--- src/rtl/arp_resolve_ctrl.sv ---
// Next-hop MAC resolution sequencer: round-robin over two TX requesters, cache lookup,
// ARP request/timeout/retry on a miss, and forwarding of every received ARP reply to the cache.
module arp_resolve_ctrl #(
    parameter int unsigned TIMEOUT_CYCLES = 1000000,
    parameter int unsigned MAX_RETRY      = 3
) (
    input  logic        i_sys_clk,
    input  logic        i_rstn,
    input  logic        i_req0_valid,
    input  logic [31:0] i_req0_ip,
    input  logic        i_req1_valid,
    input  logic [31:0] i_req1_ip,
    output logic [1:0]  o_resp_valid,
    output logic        o_resp_hit,
    output logic [47:0] o_resp_mac,
    output logic        o_lookup_en,
    output logic [31:0] o_lookup_ip,
    input  logic        i_lookup_done,
    input  logic        i_lookup_result,
    input  logic [47:0] i_lookup_mac,
    output logic        o_cache_w_en,
    output logic [31:0] o_cache_w_ip,
    output logic [47:0] o_cache_w_mac,
    output logic        o_arp_req_valid,
    output logic [31:0] o_arp_req_ip,
    input  logic        i_arp_req_ready,
    input  logic        i_arp_rx_valid,
    input  logic [31:0] i_arp_rx_ip,
    input  logic [47:0] i_arp_rx_mac
);

    localparam logic [2:0] IDLE       = 3'd0;
    localparam logic [2:0] LOOKUP     = 3'd1;
    localparam logic [2:0] SEND_REQ   = 3'd2;
    localparam logic [2:0] WAIT_REPLY = 3'd3;
    localparam logic [2:0] RESPOND    = 3'd4;

    localparam int unsigned TW = $clog2(TIMEOUT_CYCLES);
    localparam int unsigned RW = $clog2(MAX_RETRY + 1);
    localparam logic [TW-1:0] TIMER_LAST = TW'(TIMEOUT_CYCLES - 1);
    localparam logic [RW-1:0] RETRY_MAX  = RW'(MAX_RETRY);

    logic [2:0]    state_q, state_d;
    logic          gnt_q, gnt_d;
    logic [31:0]   ip_q, ip_d;
    logic          rr_q, rr_d;
    logic [RW-1:0] retry_q, retry_d;
    logic [TW-1:0] timer_q, timer_d;
    logic          hit_q, hit_d;
    logic [47:0]   mac_q, mac_d;
    logic          block_q, block_d;
    logic          cw_en_q;
    logic [31:0]   cw_ip_q;
    logic [47:0]   cw_mac_q;

    logic rx_match;
    logic v0, v1, pick;

    always_comb begin
        state_d  = state_q;
        gnt_d    = gnt_q;
        ip_d     = ip_q;
        rr_d     = rr_q;
        retry_d  = retry_q;
        timer_d  = timer_q;
        hit_d    = hit_q;
        mac_d    = mac_q;
        block_d  = 1'b0;
        rx_match = i_arp_rx_valid && (i_arp_rx_ip == ip_q);
        // The requester just answered may still hold valid for one cycle; mask it out.
        v0       = i_req0_valid && !(block_q && !gnt_q);
        v1       = i_req1_valid && !(block_q && gnt_q);
        pick     = (v0 && v1) ? rr_q : v1;
        case (state_q)
            IDLE: begin
                if (v0 || v1) begin
                    gnt_d   = pick;
                    ip_d    = pick ? i_req1_ip : i_req0_ip;
                    rr_d    = ~pick;
                    state_d = LOOKUP;
                end
            end
            LOOKUP: begin
                if (rx_match) begin
                    hit_d   = 1'b1;
                    mac_d   = i_arp_rx_mac;
                    state_d = RESPOND;
                end else if (i_lookup_done && i_lookup_result) begin
                    hit_d   = 1'b1;
                    mac_d   = i_lookup_mac;
                    state_d = RESPOND;
                end else begin
                    retry_d = '0;
                    state_d = SEND_REQ;
                end
            end
            SEND_REQ: begin
                if (rx_match) begin
                    hit_d   = 1'b1;
                    mac_d   = i_arp_rx_mac;
                    state_d = RESPOND;
                end else if (i_arp_req_ready) begin
                    retry_d = retry_q + RW'(1);
                    timer_d = '0;
                    state_d = WAIT_REPLY;
                end
            end
            WAIT_REPLY: begin
                timer_d = timer_q + TW'(1);
                if (rx_match) begin
                    hit_d   = 1'b1;
                    mac_d   = i_arp_rx_mac;
                    state_d = RESPOND;
                end else if (timer_q == TIMER_LAST) begin
                    if (retry_q < RETRY_MAX) begin
                        state_d = SEND_REQ;
                    end else begin
                        hit_d   = 1'b0;
                        mac_d   = '0;
                        state_d = RESPOND;
                    end
                end
            end
            RESPOND: begin
                block_d = 1'b1;
                state_d = IDLE;
            end
            default: state_d = IDLE;
        endcase
    end

    always_ff @(posedge i_sys_clk or negedge i_rstn) begin
        if (!i_rstn) begin
            state_q <= IDLE;
            gnt_q   <= 1'b0;
            ip_q    <= '0;
            rr_q    <= 1'b0;
            retry_q <= '0;
            timer_q <= '0;
            hit_q   <= 1'b0;
            mac_q   <= '0;
            block_q <= 1'b0;
        end else begin
            state_q <= state_d;
            gnt_q   <= gnt_d;
            ip_q    <= ip_d;
            rr_q    <= rr_d;
            retry_q <= retry_d;
            timer_q <= timer_d;
            hit_q   <= hit_d;
            mac_q   <= mac_d;
            block_q <= block_d;
        end
    end

    always_ff @(posedge i_sys_clk or negedge i_rstn) begin
        if (!i_rstn) begin
            cw_en_q  <= 1'b0;
            cw_ip_q  <= '0;
            cw_mac_q <= '0;
        end else begin
            cw_en_q <= i_arp_rx_valid;
            if (i_arp_rx_valid) begin
                cw_ip_q  <= i_arp_rx_ip;
                cw_mac_q <= i_arp_rx_mac;
            end
        end
    end

    assign o_resp_valid    = (state_q == RESPOND) ? (gnt_q ? 2'b10 : 2'b01) : 2'b00;
    assign o_resp_hit      = (state_q == RESPOND) && hit_q;
    assign o_resp_mac      = (state_q == RESPOND) ? mac_q : '0;
    assign o_lookup_en     = (state_q == LOOKUP);
    assign o_lookup_ip     = (state_q == LOOKUP) ? ip_q : '0;
    assign o_arp_req_valid = (state_q == SEND_REQ);
    assign o_arp_req_ip    = (state_q == SEND_REQ) ? ip_q : '0;
    assign o_cache_w_en    = cw_en_q;
    assign o_cache_w_ip    = cw_ip_q;
    assign o_cache_w_mac   = cw_mac_q;

endmodule

--- config.mk ---
export PLATFORM = sky130hd
export DESIGN_NAME = arp_resolve_ctrl
export DESIGN_NICKNAME = d
export VERILOG_FILES = /design/src/rtl/arp_resolve_ctrl.sv
export SDC_FILE = /design/constraint.sdc
export NUM_CORES = 1
export LEC_CHECK = 0
export ABC_AREA = 1
export CORE_AREA = 2 2 156 158
export CTS_BUF_LIST = sky130_fd_sc_hd__clkbuf_8 sky130_fd_sc_hd__clkbuf_16
export DETAILED_ROUTE_END_ITERATION = 8
export DIE_AREA = 0 0 158 160
export GPL_TIMING_DRIVEN = 1
export PLACE_DENSITY = 0.75
export SYNTH_ARGS = -nofsm -noshare
export SYNTH_HDL_FRONTEND = slang
export SYNTH_SLANG_ARGS = --single-unit
--- constraint.sdc ---
create_clock -name i_sys_clk -period 4.5 [get_ports i_sys_clk]
set_input_delay 1.125 -clock i_sys_clk [delete_from_list [all_inputs] [get_ports i_sys_clk]]
set_output_delay 1.125 -clock i_sys_clk [all_outputs]
set_load 0.03 [all_outputs]
==> flow_summary.yaml <==
grt:
  grt_usage: 0.265
  antenna_found_initial: 0
  grt_max_degree: 96
  grt.overflow.total: 0
  grt_pass1_vias: 9611
  grt_pass1_wl_um: 51900
timing:
  tightest_slew_ns: 0.935
  setup_viol: 0
  slew_viol_final: 0
  post-route-min-period_ns: 3.91
  layout_worst_path_cycle_share: 0.869
  finalClockSkew_ns: 0.0153
  worst_slack_ns: 0.587
  maxClockFrequency_mhz: 256
  hold_viol_final: 0
  setup_tns_ns: 0
  rsz0062_at_grt: "no"
  relSlewSlack: 0.374
place:
  port_buffers: 397
  dp_slack_ns: 0.510
  placed_cells_incl_taps: 1926
  dp_hpwl_um: 24800
  routabilityCongestion: 0.917
cells_and_area:
  layout-drive-gt1-share: 0.0778
  syn_to_final_growth_pct: 48.6
  fin_cells: 1957
  n_antenna_cell: 0
  nNetsFinal: 1823
  seq_area_um2: 4750
  fillers: 2114
  utilization: 0.615
  multi_input_area_um2: 4280
critical_path:
  path_depth: 6
  cp.buffers_inverters: 3
  max_stage_delay_ns: 0.73
  r2r_cells: 12
  crit_path_top_delay_cell: "clkdlybuf4s50_1"
  crit_chain: "nor2_1, inv_2, nor2_2, inv_2, nor2_1, clkdlybuf4s50_1"
  critical_path_class: "flip-flop to output pin"
  end_kind: "output pin"
  crit_arrival_ns: 2.79
  critPathRequiredTime_ns: 3.38
  worst-path-max-fanout: 35
  cpLargestDelayFamily: "buffers and inverters"
  cp-start-kind: "flip-flop"
floorplanning:
  die_y_um: 160
  rows: 57
  die_x_um: 158
  start_util: 0.414
  ioPinCount: 398
  core-area_um2: 23800
  die_area_um2: 25300
drt:
  drc_errors: 0
  via_per_inst: 4.96
  final_antenna_net_count: 0
  routedWlPerCell_um: 17.2
  drt_iter0_markers: 637
  vias: 9708
  firstDrtPassIters: 7
  drt-total-wl_um: 33700
clock_tree:
  cts_tree: "yes"
  cts_sinks: 190
  cts_made_buffers: 17
  clk_latency_ns: 0.44
  cts_setup_buffers: 0
  cts-htree-levels: 4
  clockBufferDepth: 2
  post_cts_resized: 0
  cts.clk_slew.worst_paths_ns: 0.07
  clockRootBuffer: "clkbuf_16"
  cts.hold.buffers_added: 0
min_path:
  hold_class: "flip-flop to flip-flop"
  holdPathStages: 2
pwr:
  power_density_nw_per_um2: 497
  total_power_mw: 7.29
  irDropWorstVdd_uv: 322
  p_leak_nw: 6.69
logic_synthesis:
  syn-num-nets: 1457
  synthCells: 1255
  synth_cell_type_count: 35
  ys_ff_latch: 190
  synth_area_um2: 9860
  avgSynthCellArea_um2: 7.86
  ys_seq_area_frac: 0.482
  yosysWarnings: 0
flow_run:
  cap_violations: 0
status:
  status: "finished, final reports clean"
## report_power, final
part | internal [mW] | switching (mW) | leakage (nW)
Combinational | 1.22 | 2.10 | 4.05
Clock | 0.875 | 0.681 | 0.294
Sequential | 2.12 | 0.283 | 2.34
## worst paths after layout
path / slack (ns) / end / startpoint
setup / recovery: 0.59 / o_arp_req_ip[22] / state_q[2]
hold / removal: 0.47 / mac_q[38] / mac_q[38]
setup reg to reg: 1.76 / mac_q[46] / ip_q[1]
hold reg to reg: 0.47 / mac_q[38] / mac_q[38]
max in group asynchronous: 2.78 / mac_q[25] / i_rstn
min in group asynchronous: 0.80 / o_cache_w_mac[41] / i_rstn
## metrics by stage
step	hold WS, ns	cell area (um^2)
floorplan	0.442	9860
finish	0.470	14700
global placement	0.454	14100
global route	0.492	14700
CTS	0.475	14700
detailed placement	0.459	14100
## synth_stat cells
master | n | area share
nor2_1 | 163 | 0.062
nand3_2 | 2 | 0.0020
o31ai_1 | 5 | 0.0038
a22oi_1 | 32 | 0.024
nor2_2 | 2 | 0.0013
clkbuf_1 | 29 | 0.011
nand3b_1 | 1 | 0.00076
ha_1 | 2 | 0.0025
a21boi_1 | 1 | 0.00076
buf_8 | 2 | 0.0030
nand3_1 | 112 | 0.057
or2_2 | 4 | 0.0025
mux2_2 | 63 | 0.072
a21oi_1 | 22 | 0.011
xor2_1 | 8 | 0.0071
buf_4 | 4 | 0.0030
clkinv_1 | 2 | 0.00076
o21ai_1 | 6 | 0.0030
nand2_4 | 1 | 0.0011
a21oi_2 | 1 | 0.00089
buf_2 | 23 | 0.012
inv_2 | 4 | 0.0015
buf_6 | 1 | 0.0011
nor3_2 | 1 | 0.0010
nor4_1 | 4 | 0.0025
o22ai_1 | 1 | 0.00063
o21ai_0 | 14 | 0.0071
buf_1 | 6 | 0.0023
dfrtp_1 | 190 | 0.48
nand4_1 | 8 | 0.0051
nor3_1 | 12 | 0.0061
nand2_1 | 383 | 0.15
inv_1 | 132 | 0.050
a22o_1 | 1 | 0.00089
xnor2_1 | 13 | 0.012
## worst reg2reg max path, cell delays in order, from the launching register on
cell	delay [ns]
dfrtp_1	0.35
inv_1	0.13
nand2_1	0.09
nand3_1	0.13
nor2_1	0.18
nand3_1	0.09
nor2_1	0.18
nand3_2	0.18
buf_4	0.29
nand3_2	0.12
nand2_2	0.54
nand2_1	0.27
nand2_1	0.08
## cell families (layout without fill, tap and decap cells)
logic type,Yosys count,count (layout),synth area share
flip-flops,190,190,0.482
XOR/XNOR,21,21,0.0187
AO/OA/AOI/OAI,83,83,0.0527
multiplexers,63,63,0.0720
buffers and inverters,203,581,0.0848
AND/OR/NAND/NOR,693,693,0.287
adder cells (fa/ha/maj),2,2,0.00254
## area by class of cell
| type | count | share of cell area |
|---|---|---|
| inverters | 138 | 0.0354 |
| flip-flops and latches | 190 | 0.325 |
| repair buffers | 412 | 0.280 |
| multi-input cells | 862 | 0.292 |
| clock buffers | 17 | 0.0290 |
| well taps | 324 | 0.0277 |
| clock inverters | 14 | 0.0115 |
## placed cells by master, fill, tap and decap left out, types with 3 or more instances in the layout
| cell | n |
|---|---|
| xor2_1 | 8 |
| nand2_1 | 382 |
| xnor2_1 | 13 |
| a21oi_1 | 22 |
| bufinv_16 | 3 |
| a22oi_1 | 32 |
| or2_2 | 4 |
| o21ai_1 | 6 |
| dfrtp_1 | 190 |
| o31ai_1 | 5 |
| nand3_1 | 111 |
| nor4_1 | 4 |
| clkbuf_16 | 17 |
| nor3_1 | 12 |
| clkdlybuf4s50_1 | 395 |
| inv_1 | 134 |
| nor2_1 | 162 |
| nand4_1 | 8 |
| o21ai_0 | 14 |
| nor2_2 | 3 |
| inv_2 | 4 |
| mux2_2 | 63 |
| buf_4 | 15 |
| nand3_2 | 3 |
## state kept, by name (all words and copies together) (netlist names)
register and count:
ip_q 32, o_cache_w_mac 48, o_cache_w_en 1, hit_q 1, timer_q 20, state_q 3, mac_q 48, rr_q 1
gnt_q 1, retry_q 2, o_cache_w_ip 32, block_q 1
## metal layers
layer  share of wire  vias up  routed length [um]  GRT usage
li1                -     4689                   -          -
met1            0.39     4546               13200      0.318
met2            0.50      404               16900      0.458
met3           0.080       69                2680     0.0714
met4           0.028        0                 955     0.0868
met5               0        -                   0          0
(Power assumes the default switching activity.)
